### config.mk
export PLATFORM = sky130hd
export DESIGN_NAME = ccff_chain_loader
export DESIGN_NICKNAME = d
export VERILOG_FILES = /design/src/rtl/ccff_loader_pkg.sv /design/src/rtl/ccff_crc8.sv /design/src/rtl/ccff_chain_loader.sv
export SDC_FILE = /design/constraint.sdc
export NUM_CORES = 1
export LEC_CHECK = 0
export ABC_AREA = 1
export BUFFER_PORTS_ARGS = -buffer_cell sky130_fd_sc_hd__buf_2
export CAP_MARGIN = 20
export CORE_MARGIN = 1
export CORE_UTILIZATION = 50
export CTS_BUF_LIST = sky130_fd_sc_hd__clkbuf_2
export DETAILED_ROUTE_END_ITERATION = 12
export PLACE_DENSITY = 0.69
export SETUP_SLACK_MARGIN = 0.2
export SLEW_MARGIN = 10
export SYNTH_ARGS = -nofsm -noshare
export SYNTH_HDL_FRONTEND = slang
export SYNTH_SLANG_ARGS = --single-unit
### constraint.sdc
create_clock -name prog_clk -period 1.4 [get_ports prog_clk]
set_input_delay 0.21 -clock prog_clk [delete_from_list [all_inputs] [get_ports prog_clk]]
set_output_delay 0.21 -clock prog_clk [all_outputs]
set_load 0.02 [all_outputs]
### src/rtl/ccff_loader_pkg.sv
// Shared types and CRC-8 helpers for the ccff chain loader.
// Serial CRC is MSB-shift form over one bit per step.
package ccff_loader_pkg;

  typedef enum logic [2:0] {
    S_IDLE,
    S_FETCH,
    S_SHIFT,
    S_VERIFY,
    S_DONE
  } state_t;

  localparam logic [7:0] CRC8_POLY = 8'h07;
  localparam logic [7:0] CRC8_INIT = 8'h00;

  function automatic logic [7:0] crc8_step(
    input logic [7:0] crc,
    input logic       din
  );
    logic fb;
    fb = crc[7] ^ din;
    crc8_step = {crc[6:0], 1'b0} ^ (fb ? CRC8_POLY : 8'h00);
  endfunction

endpackage

### src/rtl/ccff_crc8.sv
// Serial 1-bit CRC-8 accumulator with clear and enable.
// Clear wins over enable.
module ccff_crc8
  import ccff_loader_pkg::*;
(
  input  logic       clk,
  input  logic       rst_n,
  input  logic       clr,
  input  logic       en,
  input  logic       din,
  output logic [7:0] crc
);

  always_ff @(posedge clk) begin
    if (!rst_n) begin
      crc <= CRC8_INIT;
    end else if (clr) begin
      crc <= CRC8_INIT;
    end else if (en) begin
      crc <= crc8_step(crc, din);
    end
  end

endmodule

### src/rtl/ccff_chain_loader.sv
// Streams a word bitstream into a ccff chain, then optionally
// rotates it once to compare readback CRC against write CRC.
module ccff_chain_loader
  import ccff_loader_pkg::*;
#(
  parameter int CHAIN_LEN = 16,
  parameter int WORD_W    = 8,
  parameter int VERIFY    = 1
) (
  input  logic              prog_clk,
  input  logic              reset,
  input  logic              start,
  input  logic [WORD_W-1:0] cfg_data,
  input  logic              cfg_valid,
  output logic              cfg_ready,
  output logic              ccff_head,
  output logic              ccff_clk_en,
  input  logic              ccff_tail,
  output logic              busy,
  output logic              done,
  output logic              err
);

  localparam int BW = $clog2(CHAIN_LEN + 1);
  localparam int WW = $clog2(WORD_W + 1);
  localparam logic [BW-1:0] BIT_LAST  = BW'(CHAIN_LEN - 1);
  localparam logic [WW-1:0] WORD_LAST = WW'(WORD_W - 1);

  state_t state, state_nxt;

  logic [WORD_W-1:0] word_q;
  logic [BW-1:0]     bit_cnt;
  logic [WW-1:0]     wbit_cnt;
  logic              err_q;
  logic [7:0]        wr_crc;
  logic [7:0]        rd_crc;
  logic [7:0]        rd_nxt;
  logic              last_bit;
  logic              word_end;
  logic              go;

  assign last_bit = (bit_cnt == BIT_LAST);
  assign word_end = (wbit_cnt == WORD_LAST);
  assign go       = (state == S_IDLE) && start;
  assign rd_nxt   = crc8_step(rd_crc, ccff_tail);

  always_ff @(posedge prog_clk) begin
    if (!reset) state <= S_IDLE;
    else        state <= state_nxt;
  end

  always_comb begin
    state_nxt = state;
    unique case (state)
      S_IDLE:   if (start) state_nxt = S_FETCH;
      S_FETCH:  if (cfg_valid) state_nxt = S_SHIFT;
      S_SHIFT: begin
        if (last_bit)
          state_nxt = (VERIFY != 0) ? S_VERIFY : S_DONE;
        else if (word_end)
          state_nxt = S_FETCH;
      end
      S_VERIFY: if (last_bit) state_nxt = S_DONE;
      S_DONE:   state_nxt = S_IDLE;
      default:  state_nxt = S_IDLE;
    endcase
  end

  // bit_cnt is reused as the rotation counter once loading ends
  always_ff @(posedge prog_clk) begin
    if (!reset) begin
      word_q   <= '0;
      bit_cnt  <= '0;
      wbit_cnt <= '0;
      err_q    <= 1'b0;
    end else begin
      unique case (state)
        S_IDLE: begin
          if (start) begin
            bit_cnt  <= '0;
            wbit_cnt <= '0;
            err_q    <= 1'b0;
          end
        end
        S_FETCH: begin
          if (cfg_valid) begin
            word_q   <= cfg_data;
            wbit_cnt <= '0;
          end
        end
        S_SHIFT: begin
          word_q   <= word_q >> 1;
          wbit_cnt <= wbit_cnt + 1'b1;
          bit_cnt  <= last_bit ? '0 : bit_cnt + 1'b1;
        end
        S_VERIFY: begin
          bit_cnt <= last_bit ? '0 : bit_cnt + 1'b1;
          if (last_bit && (rd_nxt != wr_crc))
            err_q <= 1'b1;
        end
        default: ;
      endcase
    end
  end

  ccff_crc8 u_wr_crc (
    .clk   (prog_clk),
    .rst_n (reset),
    .clr   (go),
    .en    (state == S_SHIFT),
    .din   (word_q[0]),
    .crc   (wr_crc)
  );

  ccff_crc8 u_rd_crc (
    .clk   (prog_clk),
    .rst_n (reset),
    .clr   (go),
    .en    (state == S_VERIFY),
    .din   (ccff_tail),
    .crc   (rd_crc)
  );

  assign cfg_ready   = (state == S_FETCH);
  assign ccff_clk_en = (state == S_SHIFT) || (state == S_VERIFY);
  assign ccff_head   = (state == S_SHIFT)  ? word_q[0] :
                       (state == S_VERIFY) ? ccff_tail : 1'b0;
  assign busy        = (state != S_IDLE);
  assign done        = (state == S_DONE);
  assign err         = err_q;

endmodule

Yosys cells after proc, flatten, opt, wreduce, memory -nomap -nowiden. Cells that the tools add are included.

Register bits after elaboration: 37. Input bits: 13. Output and inout bits: 6. Word-level logic and storage cells: 63.

$add $sub $neg: 2. Equality and inequality tests: 12. Multiplexer cells: 21. Bitwise logic cells: 5. Reduce and logical (&&, ||, !) cells: 16.

Operators with widths (count): two-way mux 3 bit (7); one-hot mux 8 bit (2 select lines) (1); bitwise XOR 8 bit (2); one-hot mux 3 bit (4 select lines) (1); one-hot mux 4 bit (3 select lines) (1); two-way mux 5 bit (2); one-hot mux 5 bit (2 select lines) (1); two-way mux 4 bit (2); two-way mux 8 bit (1); inequality test 2 bit (second input constant) (4); inequality test 8 bit (1); equality test 3 x 2 -> 1 bit (second input constant) (2); AND reduction 3 bit (2); nonzero test 2 bit (3); nonzero test 3 bit (2); adder 5 x 1 -> 5 bit (second input constant) (1); equality test 5 x 4 -> 1 bit (second input constant) (1); adder 4 x 1 -> 4 bit (second input constant) (1); equality test 4 x 3 -> 1 bit (second input constant) (1); two-way mux 1 bit (4); AND reduction 2 bit (2); AND reduction 4 bit (1); OR reduction 2 bit (2); equality test 3 x 1 -> 1 bit (second input constant) (1); other kinds (8) (10).

Depth between registers and ports, before layout. Gate-level depths: netlist of run 1.

Word-level depth: 7. Depth in mapped cells: 10. Depth with buffers taken out: 10.

By module. Synthesis of run 1 repeated with hierarchy kept, for this count alone.

Cells, all modules: 281. Area, all modules: 1915.6 µm².

Modules (own cells, without submodules): ccff_chain_loader (times used 1, cells an instance 183, area an instance 1184.9 µm², seq. area each 420.4 µm²); ccff_crc8 (times used 2, cells an instance 49, area an instance 365.4 µm², seq. area each 160.2 µm²).

Worst setup path before layout of run 1. No wires, ideal clock.

Path kind: register -> output. Start point: register state[1]. End point: output port ccff_head. Arrival time: 1.254 ns. Data required time: 1.190 ns. Setup slack: -0.064 ns. Cell stages (with the launch flop): 6. Path buffers: 1. Cell sequence: dfxtp_1 > nand2_4 > nor2_4 > inv_2 > buf_6 > o22ai_1.

Word-level cells in the longest chain between the ends: 3. Elaborated cells on any way between the ends: 4. Those cells by class: eq/ne (2); mux (2).

Ends and longest elaborated chain: from (decl) (RTL line ccff_chain_loader.sv:29) `state_t state, state_nxt;`; from (signal assigned) (RTL line ccff_chain_loader.sv:49) `else state <= state_nxt;`; equality test 3 x 2 -> 1 bit (RTL line ccff_chain_loader.sv:127) `(state == S_VERIFY) ? ccff_tail : 1'b0;`; two-way mux 1 bit (RTL line ccff_chain_loader.sv:127); two-way mux 1 bit * (RTL line ccff_chain_loader.sv:126) `assign ccff_head = (state == S_SHIFT) ? word_q[0] :`; to (decl) (RTL line ccff_chain_loader.sv:16) `output logic ccff_head,`.

Mark *: on every way between the ends. The rest lies on a longest branch, timed or not.

Final worst setup path of run 1.
Start point: register state[2]. End point: output port ccff_head.

Same word-level chain as after synthesis.

==> impl_metrics.ini, run 1 <==
[routing]
wl_mm = 4.99
route.detailed.drc = 0
wl_per_cell_microns = 14.4
num_vias = 1879
first_iter_violations = 112
dr.pass1.iters = 4
ant_nets = 0
viasPerCell = 5.41

[pwr]
p_seq_share_pct = 36.6
clockPowerShare_pct = 13.6
p_per_area_mw_per_mm2 = 1280
comb_power_share_pct = 49.8
total_power_mw = 3.37
internal-power_mw = 2.01
ir_drop_uv = 845
p_sw_mw = 1.36
sw_frac_of_total_pct = 40.4
p_leak_nw = 1.02

[setup_path]
reg2reg_to = u_rd_crc.crc[1]
crit_fanout = 4
r2r_start = state[1]
setup.worst_path.class = reg -> out
r2r.worst_path.cells = 10
worstPathRequired_ps = 1190
crit_chain = inv_8 -> nand2_8 -> nor2_4 -> inv_2 -> o22ai_4 -> buf_6
critPathLaunchType = flop
r2r_setup_slack_ps = -130
critPathMaxStageDelay_ps = 410
slowest_stage = dfxtp_4
crit_arrival_ps = 1350
endpoint_kind = output pin

[logic_synthesis]
synth-seq-cells = 37
yosys.area.top_type = dfxtp_1
yosys.area_share.simple_pct = 31.0
synthAdderAreaFrac_pct = 1.36
syn_avg_cell_area_sq_um = 7.26
synth_mux_area_share_pct = 0
synth_top_family_by_area = simple AND/OR/NAND/NOR gates
synth_compound_area_share_pct = 15.1
synth.area.top_cells = dfxtp_1 (40%), nand2_1 (16%), a21oi_1 (6.8%)
syn_nets = 268
ys_seq_area_share_pct = 40.3
synth-xor-area-share_pct = 3.34
synth.distinct_cells = 33
yosysWarnings = 0
netlist_instances = 253
syn_area_sq_mm = 0.00184
synth_top_area_share_pct = 40.3

[place]
place_inst = 319
place.gp.congestion = 0.788
dpl_cell_area_sq_mm = 0.00206
hpwlAfterDp_mm = 2.75
port_buffers = 18
place_ws_ps = 54.2

[sta]
fin_setup_tns_ps = -1280
setup_ws_ps = -161
hold_ws_ps = 73.0
finalSetupViolations = 22
final-hold-violation-count = 0
worstMarginPinSlew_ps = 461
rsz0062_at_grt = yes
final_max_slew_viol_count = 0
finClkSkew_ps = 16.3
period_share_pct = 112
slew_headroom_pct = 69.3
fin_crit_ps = 1560
max_freq_mhz = 641

[finish]
area_growth_pct = 42.8
fin_nets = 316
final_cell_area_sq_mm = 0.00263
fin_cells = 347
layout_commonest_cell = nand2_1
fillers = 246
final_cell_mix = nand2_1 (64), dfxtp_1 (32), a21oi_2 (23), inv_1 (21), buf_4 (18)
antenna-diode-count = 0
drive_gt1_share_pct = 45.5
final_core_util_pct = 76.8

[cts]
clk_pin_slew_worst_paths_ps = 180
clock_latency_ps = 400
cts_max_level = 2
cts_buffer_depth = 2
cts_root_buf = clkbuf_2
cts_tree = done
cts_sinks = 37
cts_buffers = 5

[floorplan]
start_util_pct = 53.8
fp.dieArea_sq_mm = 0.00392
fp.dieH_microns = 62.6
placeableCoreArea_sq_mm = 0.00342
num_rows = 21
die_w_microns = 62.6
pin_count = 19

[worst_hold_path]
min-delay-path-class = in -> reg
worstHoldEndpoint = word_q[7]
worstHoldStart = cfg_data[7]
holdPathStages = 3

[outcome]
violations = negative setup slack
status = finished with violations

[global_routing]
grt_usage_pct = 24.7
grt_antenna_before_repair = 0
grt_pass1_vias = 1659
grt_pass1_wl_mm = 7.49
grt_max_degree = 12
grt-ovfl-total = 0

[run]
max_cap_viol_count = 0
cell usage after synthesis:
cell type	n
a21oi_1	25
or2_2	1
buf_2	1
nand2_4	2
buf_4	2
a211oi_1	1
o21a_1	1
clkbuf_1	2
xor2_1	3
inv_2	7
nor2_1	10
o21ai_4	1
nand2_2	3
nor3_1	1
nor2_4	3
o21ai_0	4
clkbuf_2	1
o221ai_1	2
o21ai_1	4
xnor2_1	4
o22ai_1	1
dfxtp_1	37
nand2_1	76
a21oi_2	3
nand3_4	1
nand3b_1	2
buf_6	1
a31oi_1	5
nor2_2	2
nand3_1	17
ha_1	2
nor3_2	3
inv_1	25
power by group through the flow:
stage / Combinational, mW / Clock [mW] / Sequential (mW)
6_report: 1.68 / 0.459 / 1.23
5_1_grt: 1.78 / 0.522 / 1.24
4_1_cts: 1.32 / 0.462 / 1.22
3_5_place_dp: 0.943 / 0 / 1.23
3_3_place_gp: 0.939 / 0 / 1.23
2_1_floorplan: 0.689 / 0 / 1.23
worst max-delay path, delay by kind of cell, from the launching register on:
kind | cells | cell delay (ps)
compound gates | 1 | 90
simple gates | 2 | 170
flops | 1 | 410
buf+inv | 3 | 270
final cells by class:
cell class	count	area, sq um	share of cell area (%)
multi-input combinational	177	1200	45.9
timing repair buffer	48	433	16.5
tap	46	57.6	2.19
clock buffer	6	30.0	1.14
inverter	32	145	5.53
clock inverter	1	3.75	0.143
sequential	37	752	28.6
repair_timing:
action,4_1_cts,5_1_grt
gates cloned,2,0
hold buffers,0,0
setup endpoints to repair,27,41
resized for setup,53,43
buffers inserted,11,8
endpoints found under the hold margin,0,0
pin swaps,6,16
worst max-delay path by stage:
| stage | start | endpoint | slack, ps | depth (start not counted) |
|---|---|---|---|---|
| after floorplan | state[1] | word_q[2] | 130 | 8 |
| final | state[2] | ccff_head | -160 | 6 |
| after global placement | bit_cnt[0] | state[0] | 80 | 9 |
| after CTS | state[0] | ccff_head | -150 | 6 |
| after global routing | state[2] | ccff_head | -230 | 6 |
| after detailed placement | bit_cnt[0] | state[0] | 50 | 9 |
registers in the layout, indices dropped and copies added, names as in the netlist:
register and flops:
state 3, wbit_cnt 4, u_wr_crc.crc 8, bit_cnt 5
u_rd_crc.crc 8, word_q 8, err 1
layer usage:
layer	share of wire [%]	GRT usage, %	wire, microns	vias up
met5	0	0	0	-
met4	1.1	8.72	57	0
met3	5.2	7.12	262	7
met2	50	38.7	2490	63
met1	44	32.2	2180	900
li1	-	-	-	909
cell families (layout without fill, tap and decap cells):
family | count (synthesis) | after routing
xor+xnor | 7 | 7
buf+inv | 39 | 87
simple gates | 121 | 121
compound gates | 47 | 47
fa+ha+maj | 2 | 2
flops | 37 | 37
(Power assumes the default switching activity.)
==> run 2: changes to the inputs <==
--- a/config.mk
+++ b/config.mk
@@ -6,13 +6,14 @@
 export NUM_CORES = 1
 export LEC_CHECK = 0
 export ABC_AREA = 1
-export BUFFER_PORTS_ARGS = -buffer_cell sky130_fd_sc_hd__buf_2
 export CAP_MARGIN = 20
 export CORE_MARGIN = 1
 export CORE_UTILIZATION = 50
 export CTS_BUF_LIST = sky130_fd_sc_hd__clkbuf_2
 export DETAILED_ROUTE_END_ITERATION = 12
-export PLACE_DENSITY = 0.69
+export DONT_BUFFER_PORTS = 1
+export GPL_ROUTABILITY_DRIVEN = 0
+export PLACE_DENSITY = 0.65
 export SETUP_SLACK_MARGIN = 0.2
 export SLEW_MARGIN = 10
 export SYNTH_ARGS = -nofsm -noshare
==> constraint.sdc (replaced) <==
create_clock -name prog_clk -period 1.4 [get_ports prog_clk]
set_input_delay 0.14 -clock prog_clk [delete_from_list [all_inputs] [get_ports prog_clk]]
set_output_delay 0.14 -clock prog_clk [all_outputs]
set_load 0.02 [all_outputs]
==> impl_metrics.ini, run 2 (synthesized netlist as in run 1, its figures left out) <==
[cts]
cts_buffers = 5
cts_root_buf = clkbuf_2
cts_sinks = 37
cts_max_level = 2
clk_pin_slew_worst_paths_ps = 180
cts_buffer_depth = 2
clock_latency_ps = 400
cts_tree = done

[finish]
final_core_util_pct = 69.6
area_growth_pct = 29.3
layout_commonest_cell = nand2_1
final_cell_area_sq_mm = 0.00238
fin_cells = 332
reg.largest.list = u_rd_crc.crc: 8 flops, u_wr_crc.crc: 8 flops, word_q: 8 flops
drive_gt1_share_pct = 27.6
fin_nets = 300
final_cell_mix = nand2_1 (73), dfxtp_1 (31), a21oi_1 (24), inv_1 (23)
fillers = 288
antenna-diode-count = 0

[sta]
fin_crit_ps = 1440
final-hold-violation-count = 0
max_freq_mhz = 693
worstMarginPinSlew_ps = 494
rsz0062_at_grt = yes
fin_setup_tns_ps = -103
finalSetupViolations = 6
final_max_slew_viol_count = 0
slew_headroom_pct = 66.9
hold_ws_ps = 34.8
period_share_pct = 103
finClkSkew_ps = 13.3
setup_ws_ps = -43.7

[place]
dpl_cell_area_sq_mm = 0.00197
place_inst = 302
hpwlAfterDp_mm = 2.66
port_buffers = 0

[worst_hold_path]
worstHoldEndpoint = state[1]
min-delay-path-class = in -> reg
worstHoldStart = start
holdPathStages = 3

[outcome]
violations = negative setup slack
status = finished with violations

[global_routing]
grt_usage_pct = 24.6
grt_pass1_wl_mm = 7.47
grt_pass1_vias = 1671
grt-ovfl-total = 0
grt_antenna_before_repair = 0
grt_max_degree = 15

[setup_path]
crit_fanout = 5
worstPathRequired_ps = 1710
r2r.worst_path.cells = 10
endpoint_kind = flop
crit_arrival_ps = 1750
setup.worst_path.class = reg -> reg
reg2reg_to = state[0]
r2r_setup_slack_ps = -40
critPathLaunchType = flop
r2r_start = state[2]

[routing]
first_iter_violations = 111
wl_mm = 4.16
viasPerCell = 5.08
route.detailed.drc = 0
dr.pass1.iters = 4
num_vias = 1687
wl_per_cell_microns = 12.5
ant_nets = 0

[floorplan]
start_util_pct = 53.8
die_w_microns = 62.6
num_rows = 21
fp.dieH_microns = 62.6
pin_count = 19
fp.dieArea_sq_mm = 0.00392
placeableCoreArea_sq_mm = 0.00342

[pwr]
p_per_area_mw_per_mm2 = 1380
p_leak_nw = 0.935
ir_drop_uv = 1030

[run]
max_cap_viol_count = 0
[run 2: cell count changes in the layout (fill, tap and decap cells not counted), sizes merged]
cell / delta
buf: -26
bufinv: +2
clkbuf: -1
dlygate4sd3: +10
[run 2: metal layers]
| metal | wire [microns] | part of all wire (%) | track usage, % | vias to the layer above |
|---|---|---|---|---|
| met1 | 2060 | 50 | 31.1 | 775 |
| met2 | 1910 | 46 | 40.1 | 27 |
| met4 | 51 | 1.2 | 8.43 | 0 |
| li1 | - | - | - | 880 |
| met3 | 132 | 3.2 | 6.57 | 5 |
| met5 | 0 | 0 | 0 | - |
[run 2: report_power, final]
group | internal (mW) | total [mW] | leakage [nW] | switching [mW]
sequential | 1.15 | 1.24 | 0.303 | 0.0877
combinational | 0.482 | 1.20 | 0.579 | 0.714
clock | 0.478 | 0.847 | 0.0529 | 0.369
total | 2.11 | 3.28 | 0.935 | 1.17
[run 2: final cells by class]
| type | count | area (sq um) | area share, % |
|---|---|---|---|
| multi-input cells | 177 | 1040 | 43.6 |
| flip-flops and latches | 37 | 753 | 31.7 |
| repair buffers | 32 | 304 | 12.8 |
| inverters | 32 | 135 | 5.69 |
| clock inverters | 3 | 65.1 | 2.74 |
| well taps | 46 | 57.6 | 2.42 |
| clock buffers | 5 | 25.0 | 1.05 |
[run 2: worst max path at each step]
| stage | start | to | slack (ps) | depth (start not counted) |
|---|---|---|---|---|
| global placement | bit_cnt[0] | state[0] | 70 | 9 |
| detailed placement | bit_cnt[0] | state[0] | 50 | 9 |
| finish | state[2] | state[0] | -40 | 10 |
| global route | state[2] | word_q[2] | -110 | 11 |
| floorplan | state[1] | word_q[2] | 130 | 8 |
| CTS | state[2] | cfg_ready | -50 | 5 |
[run 2: timing repair]
action                     CTS  global route
gates resized for setup     26            10
hold endpoints to repair    32             0
hold buffers                10             0
setup endpoints to repair   38            41
buffers inserted            12             0
pin swaps                    9             4
[run 2: metrics by stage]
stage                     power (mW)  worst slack, ps
final                           3.28            -43.7
after global routing            3.47             -111
after detailed placement        2.11             46.0
after floorplan                 1.91              128
after global placement          2.12             70.5
after CTS                       3.23            -54.3
[run 2: worst max-delay path: stages (launching register included)]
cell      delay [ps]
dfxtp_2          380
buf_6            120
nor2_4            90
buf_4            170
nand3b_1          90
nand2_2           90
inv_2             60
nand2_2           90
inv_1             60
o21ai_1          140
nor2_1            70
==> run 3: changes to the inputs <==
--- a/config.mk
+++ b/config.mk
@@ -6,14 +6,14 @@
 export NUM_CORES = 1
 export LEC_CHECK = 0
 export ABC_AREA = 1
+export BUFFER_PORTS_ARGS = -buffer_cell sky130_fd_sc_hd__buf_2
 export CAP_MARGIN = 20
 export CORE_MARGIN = 1
 export CORE_UTILIZATION = 50
 export CTS_BUF_LIST = sky130_fd_sc_hd__clkbuf_2
 export DETAILED_ROUTE_END_ITERATION = 12
-export DONT_BUFFER_PORTS = 1
 export GPL_ROUTABILITY_DRIVEN = 0
-export PLACE_DENSITY = 0.65
+export PLACE_DENSITY = 0.69
 export SETUP_SLACK_MARGIN = 0.2
 export SLEW_MARGIN = 10
 export SYNTH_ARGS = -nofsm -noshare
==> impl_metrics.ini, run 3 (synthesized netlist as in run 1, its figures left out) <==
[cts]
cts_root_buf = clkbuf_2
clock_latency_ps = 400
cts_tree = done
clk_pin_slew_worst_paths_ps = 190
cts_max_level = 2
cts_buffers = 5
cts_buffer_depth = 2
cts_sinks = 37

[routing]
wl_mm = 5.14
viasPerCell = 5.26
ant_nets = 0
first_iter_violations = 141
route.detailed.drc = 0
num_vias = 1866
wl_per_cell_microns = 14.5
dr.pass1.iters = 4

[sta]
fin_crit_ps = 1520
setup_ws_ps = -123
final_max_slew_viol_count = 0
finalSetupViolations = 9
max_freq_mhz = 657
fin_setup_tns_ps = -380
final-hold-violation-count = 0
finClkSkew_ps = 10.8
slew_headroom_pct = 71.5
rsz0062_at_grt = yes
period_share_pct = 109
worstMarginPinSlew_ps = 424

[floorplan]
start_util_pct = 53.8
pin_count = 19
fp.dieH_microns = 62.6
num_rows = 21
placeableCoreArea_sq_mm = 0.00342
die_w_microns = 62.6
fp.dieArea_sq_mm = 0.00392

[finish]
final_cell_area_sq_mm = 0.00271
fin_nets = 324
final_core_util_pct = 79.2
reg.largest.list = u_rd_crc.crc: 8 flops, u_wr_crc.crc: 8 flops, word_q: 8 flops
drive_gt1_share_pct = 44.7
area_growth_pct = 47.2
final_cell_mix = nand2_1 (70), dfxtp_1 (30), inv_1 (20), a21oi_2 (20), buf_4 (20)
layout_commonest_cell = nand2_1
multi_input_area_sq_mm = 0.00117
fillers = 232
ff_latch_area_sq_um = 757
antenna-diode-count = 0

[setup_path]
critPathMaxStageDelay_ps = 410
crit_fanout = 4
endpoint_kind = output pin
path_common_cell = buf_6
setup.worst_path.class = reg -> out
critPathLaunchType = flop
slowest_stage = dfxtp_4
crit_family = flip-flops
worstPathRequired_ps = 1260
r2r_setup_slack_ps = -50
crit_chain = inv_6 -> buf_4 -> nor2_4 -> buf_6 -> buf_6
critPathBufInv = 4
crit_arrival_ps = 1380

[pwr]
p_seq_share_pct = 34.3
sw_frac_of_total_pct = 38.0
internal-power_mw = 2.23
ir_drop_uv = 874
p_sw_mw = 1.37
p_leak_nw = 1.06
p_per_area_mw_per_mm2 = 1330
comb_power_share_pct = 47.5
clockPowerShare_pct = 18.2
total_power_mw = 3.60

[global_routing]
grt_usage_pct = 24.1
grt_pass1_wl_mm = 7.31
grt_antenna_before_repair = 0
grt_max_degree = 12
grt_pass1_vias = 1628
grt-ovfl-total = 0

[run]
max_cap_viol_count = 0

[place]
dpl_cell_area_sq_mm = 0.00204
hpwlAfterDp_mm = 2.81
port_buffers = 18

[outcome]
status = finished with violations
violations = negative setup slack

[worst_hold_path]
min-delay-path-class = in -> reg
## run 3: cell count changes in the layout (fill, tap and decap cells not counted), sizes merged
cell / change
dlygate4sd3: -6
buf: +30
bufinv: -1
## run 3: worst paths after layout
path / startpoint / endpoint / depth (start not counted)
hold / removal: cfg_data[4] / word_q[4] / 3
setup / recovery: state[0] / cfg_ready / 5
hold reg to reg: word_q[7] / word_q[7] / 2
setup reg to reg: state[0] / word_q[6] / 9
## run 3: layout make-up
cell class	instances	area share (%)
Sequential cell	37	28.0
Multi-Input combinational cell	177	43.4
Inverter	32	5.37
Clock buffer	5	0.925
Clock inverter	2	1.30
Timing Repair Buffer	56	18.9
Tap cell	46	2.13
## run 3: power groups by stage
stage	clock network, mW	registers, mW	logic [mW]
5_1_grt	0.719	1.25	1.83
2_1_floorplan	0	1.23	0.680
3_3_place_gp	0	1.23	0.922
3_5_place_dp	0	1.24	0.928
4_1_cts	0.653	1.22	1.30
6_report	0.655	1.24	1.71
## run 3: per-stage QoR
stage          worst slack (ps)  std cells  hold slack, ps
4_1_cts                   -90.2        344            1.43
6_report                   -123        355            3.23
2_1_floorplan               128        253             305
5_1_grt                    -206        355            5.26
3_3_place_gp               78.7        318             419
3_5_place_dp               30.1        318             422
## run 3: timing repair
action / in CTS / in global routing
hold buffers: 3 / 1
resized for setup: 33 / 61
gates cloned: 1 / 0
endpoints found under the setup margin: 29 / 38
setup buffers: 15 / 10
pin swaps: 12 / 21
hold endpoints to repair: 3 / 1
## run 3: per-layer routing
| layer | global-route usage, % | up-vias | wire length [microns] | part of all wire [%] |
|---|---|---|---|---|
| met2 | 40.2 | 45 | 2490 | 48 |
| li1 | - | 925 | - | - |
| met5 | 0 | - | 0 | 0 |
| met4 | 9.59 | 0 | 147 | 2.9 |
| met3 | 5.47 | 15 | 246 | 4.8 |
| met1 | 29.9 | 881 | 2250 | 44 |
## run 3: tightest hold or removal path: stages
cell and delay (ps):
buf_2 100, nand3_1 70, a31oi_1 60
